## src/rtl/uart_config_tx.sv

```systemverilog
// uart_config_tx: 8N1 UART transmitter fed by a byte FIFO; optional even parity bit with UART_TX_PARITY_EN.
// Latency: start bit is driven one cycle after the accepting edge when idle; queued frames follow with no idle gap.
// Backpressure: ready_o is low while the FIFO holds FIFO_DEPTH bytes; a same-cycle pop frees space one cycle later.

module fifo #(
    parameter int WIDTH = 8,
    parameter int DEPTH = 16
) (
    input  logic                     clk,
    input  logic                     reset,
    input  logic                     push_vld,
    output logic                     push_rdy,
    input  logic [WIDTH-1:0]         push_dat,
    input  logic                     pop,
    output logic [WIDTH-1:0]         pop_dat,
    output logic [$clog2(DEPTH):0]   level,
    output logic [$clog2(DEPTH):0]   level_nxt
);
    localparam int AW = $clog2(DEPTH);
    localparam int LW = AW + 1;

    logic [WIDTH-1:0] mem [DEPTH];
    logic [AW-1:0]    wr_ptr;
    logic [AW-1:0]    rd_ptr;
    logic             push;
    logic             pop_ok;

    assign push      = push_vld && push_rdy;
    assign pop_ok    = pop && (level != '0);
    assign level_nxt = level + LW'(push) - LW'(pop_ok);
    assign pop_dat   = mem[rd_ptr];

    always_ff @(posedge clk) begin
        if (push) begin
            mem[wr_ptr] <= push_dat;
        end
    end

    // Pointers wrap naturally because DEPTH is a power of two.
    always_ff @(posedge clk) begin
        if (reset) begin
            wr_ptr   <= '0;
            rd_ptr   <= '0;
            level    <= '0;
            push_rdy <= 1'b1;
        end else begin
            if (push) begin
                wr_ptr <= wr_ptr + AW'(1);
            end
            if (pop_ok) begin
                rd_ptr <= rd_ptr + AW'(1);
            end
            level    <= level_nxt;
            push_rdy <= (level_nxt != LW'(DEPTH));
        end
    end
endmodule

module uart_config_tx #(
    parameter int CLK_FREQ   = 12500000,
    parameter int BAUD_RATE  = 115200,
    parameter int FIFO_DEPTH = 16
) (
    input  logic                          clk,
    input  logic                          reset,
    input  logic [7:0]                    data_i,
    input  logic                          valid_i,
    output logic                          ready_o,
    output logic                          Tx,
    output logic                          busy_o,
    output logic [$clog2(FIFO_DEPTH):0]   fifo_level_o,
    output logic                          TransmitLED
);
    localparam int CLKS_PER_BIT = (CLK_FREQ + BAUD_RATE / 2) / BAUD_RATE;
    localparam int CW           = $clog2(CLKS_PER_BIT);
    localparam logic [CW-1:0] BIT_LAST = CW'(CLKS_PER_BIT - 1);

    typedef enum logic [2:0] {
        IDLE,
        START,
        DATA,
`ifdef UART_TX_PARITY_EN
        PARITY,
`endif
        STOP
    } state_t;

    state_t                      state;
    logic [CW-1:0]               cnt;
    logic [7:0]                  shreg;
    logic [2:0]                  idx;
    logic [7:0]                  pop_dat;
    logic [$clog2(FIFO_DEPTH):0] level_nxt;
    logic                        bit_end;
    logic                        frame_done;
    logic                        pop;
    logic                        nxt_idle;
`ifdef UART_TX_PARITY_EN
    logic                        par;
`endif

    fifo #(
        .WIDTH (8),
        .DEPTH (FIFO_DEPTH)
    ) u_fifo (
        .clk       (clk),
        .reset     (reset),
        .push_vld  (valid_i),
        .push_rdy  (ready_o),
        .push_dat  (data_i),
        .pop       (pop),
        .pop_dat   (pop_dat),
        .level     (fifo_level_o),
        .level_nxt (level_nxt)
    );

    assign bit_end    = (cnt == '0);
    assign frame_done = (state == IDLE) || ((state == STOP) && bit_end);
    // A finishing stop bit pops the next byte directly, giving gapless frames.
    assign pop        = frame_done && (fifo_level_o != '0);
    assign nxt_idle   = frame_done && !pop;

    always_ff @(posedge clk) begin
        if (reset) begin
            state       <= IDLE;
            cnt         <= '0;
            shreg       <= '0;
            idx         <= '0;
            Tx          <= 1'b1;
            busy_o      <= 1'b0;
            TransmitLED <= 1'b0;
`ifdef UART_TX_PARITY_EN
            par         <= 1'b0;
`endif
        end else begin
            busy_o      <= !nxt_idle || (level_nxt != '0);
            TransmitLED <= !nxt_idle;
            if (pop) begin
                state <= START;
                cnt   <= BIT_LAST;
                shreg <= pop_dat;
                Tx    <= 1'b0;
`ifdef UART_TX_PARITY_EN
                par   <= ^pop_dat;
`endif
            end else if (state == IDLE) begin
                Tx  <= 1'b1;
                cnt <= '0;
            end else if (!bit_end) begin
                cnt <= cnt - CW'(1);
            end else begin
                cnt <= BIT_LAST;
                case (state)
                    START: begin
                        state <= DATA;
                        Tx    <= shreg[0];
                        shreg <= {1'b0, shreg[7:1]};
                        idx   <= '0;
                    end
                    DATA: begin
                        if (idx == 3'd7) begin
`ifdef UART_TX_PARITY_EN
                            state <= PARITY;
                            Tx    <= par;
`else
                            state <= STOP;
                            Tx    <= 1'b1;
`endif
                        end else begin
                            Tx    <= shreg[0];
                            shreg <= {1'b0, shreg[7:1]};
                            idx   <= idx + 3'd1;
                        end
                    end
`ifdef UART_TX_PARITY_EN
                    PARITY: begin
                        state <= STOP;
                        Tx    <= 1'b1;
                    end
`endif
                    default: begin
                        state <= IDLE;
                        cnt   <= '0;
                        Tx    <= 1'b1;
                    end
                endcase
            end
        end
    end
endmodule

```

## config.mk

```make
export PLATFORM = sky130hd
export DESIGN_NAME = uart_config_tx
export DESIGN_NICKNAME = d
export VERILOG_FILES = /design/src/rtl/uart_config_tx.sv
export SDC_FILE = /design/constraint.sdc
export NUM_CORES = 1
export LEC_CHECK = 0
export ABC_AREA = 0
export CAP_MARGIN = 20
export CELL_PAD_IN_SITES_DETAIL_PLACEMENT = 1
export CELL_PAD_IN_SITES_GLOBAL_PLACEMENT = 2
export CORE_ASPECT_RATIO = 1.25
export CORE_MARGIN = 2
export CORE_UTILIZATION = 42
export CTS_BUF_LIST = sky130_fd_sc_hd__clkbuf_4
export CTS_CLUSTER_DIAMETER = 150
export DETAILED_ROUTE_END_ITERATION = 7
export HOLD_SLACK_MARGIN = 0.05
export MAX_ROUTING_LAYER = met4
export PLACE_DENSITY = 0.79
export SLEW_MARGIN = 20
export SYNTH_ARGS = -nofsm -noshare
export SYNTH_HDL_FRONTEND = slang
export SYNTH_SLANG_ARGS = --single-unit
```

## constraint.sdc

```tcl
create_clock -name clk -period 4.4 [get_ports clk]
set_input_delay 1.32 -clock clk [delete_from_list [all_inputs] [get_ports clk]]
set_output_delay 1.32 -clock clk [all_outputs]
set_load 0.01 [all_outputs]
```

==> impl_metrics.csv <==
group,metric,value,unit
outcome,outcome,"finished clean",
timing,rsz0062_at_grt,"no",
timing,fin_crit_sh,81.1,%
timing,fin_skew,0.0167,ns
timing,tightestPinTransition,0.957,ns
drt,wire_per_inst,19.6,um
drt,first_pass_iters,4,
worst_setup_path,worstPathRequired,4.82,ns
die,die_y,148,um
layout,fill_cells,1620,
clock_tree,cts_inserted_buffers,17,
die,rows,52,
hold_path,hold_path_depth,2,
drt,ant_nets,0,
die,die_area,17500,sq um
clock_tree,cts.hold.buffers_added,0,
worst_setup_path,cp.arrival,4.00,ns
clock_tree,path_clk_slew,0.14,ns
drt,first_iter_violations,197,
timing,fmax,280,MHz
drt,viasPerCell,5.30,
layout,drive_above_1_share,19.3,%
placement,dp_hpwl,9260,um
placement,place.port_buffers,19,
timing,slew_headroom,36.2,%
global_routing,grt-ovfl-total,0,
die,coreArea,16100,sq um
job,drv_cap,0,
drt,num_vias,3644,
yosys,synth_edf_count,128,
clock_tree,clkSinkCount,169,
die,initial_core_util,42.9,%
timing,drv_slew,0,
clock_tree,clkLatencyLatePin,0.54,ns
placement,dp_cells,655,
clock_tree,cts_max_path_buffers,2,
clock_tree,cts_resized,0,
yosys,ys.flop_type,"edfxtp_1",
drt,drcViolationCount,0,
global_routing,grt_max_degree,33,
yosys,syn_area,6920,sq um
yosys,syn-num-nets,456,
timing,fin_setup_tns,0,ns
yosys,yosysSeqAreaShare,67.4,%
worst_setup_path,startpoint_type,"flop",
layout,area_growth,11.4,%
timing,fin_crit,3.57,ns
die,io_pins,20,
layout,fin_cells,688,
global_routing,antenna_found_initial,1,
timing,hold_viol,0,
worst_setup_path,reg2reg_depth,14,
clock_tree,cts-root-buf,"clkbuf_4",
yosys,async_flop_share,0,%
drt,totalWireLength,13500,um
power_and_ir_drop,ir_worst_vdd,0.258,mV
yosys,yosysUniqueCellTypes,56,
hold_path,hold_class,"reg -> reg",
clock_tree,h-tree-depth,4,
clock_tree,cts_tree,"yes",
yosys,ys_ff_latch,169,
layout,num-nets-final,488,
placement,gp_congestion,0.765,
worst_setup_path,critPathMaxFanout,13,
timing,setup_viol,0,
power_and_ir_drop,power_density,555,nW/um^2
global_routing,grt_pass1_wl,21800,um
worst_setup_path,critPathCaptureType,"flop",
yosys,synth.avg_cell_area,16.2,sq um
global_routing,grt_usage,17.1,%
clock_tree,cts_setup_buffers,0,
global_routing,first_global_vias,4039,
yosys,yosys_warnings,0,
die,die_w,119,um
power_and_ir_drop,p_leak,0.00259,uW
yosys,syn_inst,426,
worst_setup_path,criticalPathCategory,"reg -> reg",
[layout make-up]
class | instances | area, sq um | area share (%)
antenna | 1 | 2.50 | 0.0325
clock buffer | 18 | 135 | 1.75
clock inverter | 14 | 168 | 2.18
inverter | 18 | 67.6 | 0.877
multi-input combinational | 216 | 2080 | 27.0
sequential | 169 | 4670 | 60.5
tap | 216 | 270 | 3.51
timing repair buffer | 36 | 318 | 4.12
[flip-flops by register name (all words and copies together), names as in the netlist, named ones only]
signal and count:
busy_o 1, u_fifo.wr_ptr 4, shreg 8, state 2
u_fifo.level 5, u_fifo.rd_ptr 4, TransmitLED 1, u_fifo.mem 128
idx 3, Tx 1, u_fifo.push_rdy 1, cnt 7
[placed cells by master, fill, tap and decap left out, types with 5 or more instances in the layout]
| cell type | instances |
|---|---|
| edfxtp_1 | 128 |
| dfxtp_1 | 40 |
| mux4_2 | 32 |
| nor2_1 | 27 |
| clkdlybuf4s50_1 | 19 |
| ha_1 | 18 |
| clkbuf_4 | 18 |
| buf_4 | 17 |
| inv_1 | 16 |
| a21oi_1 | 15 |
| a22o_1 | 9 |
| nand2_1 | 8 |
| mux2i_1 | 8 |
| nor2b_1 | 7 |
| o22ai_1 | 7 |
| o21ai_0 | 6 |
| nor3_1 | 5 |
| xor2_1 | 5 |
| xnor2_1 | 5 |
| nand4_1 | 5 |
[through the flow]
| step | util, % | area, sq um | hold WS, ns | setup WS, ns | total power (uW) |
|---|---|---|---|---|---|
| after floorplan | - | 6920 | 0.449 | 1.39 | 3030 |
| after global placement | 45.9 | 7400 | 0.460 | 0.971 | 3340 |
| after detailed placement | 45.9 | 7400 | 0.481 | 0.871 | 3390 |
| after CTS | 47.8 | 7700 | 0.503 | 0.839 | 4330 |
| final | 47.8 | 7710 | 0.502 | 0.830 | 4280 |
| after global routing | 47.8 | 7710 | 0.535 | 0.493 | 4540 |
[where the power goes]
group	switching, uW	internal [uW]
clock network	532	405
logic	680	629
registers	172	1860
total	1380	2900
[critical path, cell delays in order, from the launching register on]
cell and delay (ns):
dfxtp_1 0.42, inv_1 0.06, ha_1 0.24, nor2b_1 0.23, a41oi_2 0.56, or2_1 0.31
inv_2 0.05, ha_1 0.27, inv_1 0.05, ha_1 0.21, fa_1 0.41, a21oi_1 0.16
o21bai_1 0.09, xnor2_1 0.25, a41oi_1 0.14
[synth_stat cells (all sizes together), types with 2 or more instances]
| master | n | share of area, % |
|---|---|---|
| buf | 12 | 1.0 |
| mux4 | 32 | 10 |
| nor4 | 4 | 0.36 |
| dfxtp | 41 | 12 |
| a21boi | 2 | 0.22 |
| clkbuf | 11 | 0.60 |
| o2111ai | 2 | 0.34 |
| a21o | 3 | 0.33 |
| nor2 | 27 | 1.5 |
| nand3 | 2 | 0.14 |
| o22ai | 7 | 0.63 |
| ha | 18 | 3.3 |
| a221oi | 7 | 1.2 |
| nor2b | 7 | 0.63 |
| nand4 | 5 | 0.45 |
| a22o | 9 | 1.1 |
| a21oi | 15 | 1.1 |
| mux2i | 8 | 1.2 |
| nand2b | 4 | 0.36 |
| xor2 | 5 | 0.63 |
| a41oi | 4 | 0.61 |
| or3 | 3 | 0.27 |
| o21ai | 11 | 0.85 |
| inv | 17 | 0.92 |
| edfxtp | 128 | 56 |
| and2 | 2 | 0.18 |
| o31ai | 3 | 0.33 |
| nor3 | 7 | 0.74 |
| or4 | 2 | 0.22 |
| xnor2 | 5 | 0.63 |
| nand2 | 8 | 0.43 |
[logic make-up (layout without fill, tap and decap cells)]
logic type               after synthesis  in the layout  share of synthesized area, %
adder cells (fa/ha/maj)               19             19                          3.54
other                                  0              1                             0
buffers and inverters                 41             86                          2.62
XOR/XNOR                              10             10                          1.27
AND/OR/NAND/NOR                       79             79                          6.22
AO/OA/AOI/OAI                         68             68                          7.38
multiplexers                          40             40                          11.6
flip-flops                           169            169                          67.4
[worst paths after layout]
| path | from | to | slack, ns |
|---|---|---|---|
| setup / recovery | cnt[0]$_SDFF_PP0_ | busy_o$_SDFF_PP0_ | 0.83 |
| hold / removal | idx[1]$_SDFFE_PP0P_ | idx[1]$_SDFFE_PP0P_ | 0.50 |
| setup reg to reg | cnt[0]$_SDFF_PP0_ | busy_o$_SDFF_PP0_ | 0.83 |
| hold reg to reg | idx[1]$_SDFFE_PP0P_ | idx[1]$_SDFFE_PP0P_ | 0.50 |
[layer usage]
metal  vias up  wire length (um)  track usage [%]
li1       1731                 -                -
met1      1836              5600             19.5
met2        64              7260             29.6
met3        13               481             3.97
met4         0               160             6.07
met5         -                 0                -
No activity file was read; power rests on OpenSTA's default activity.
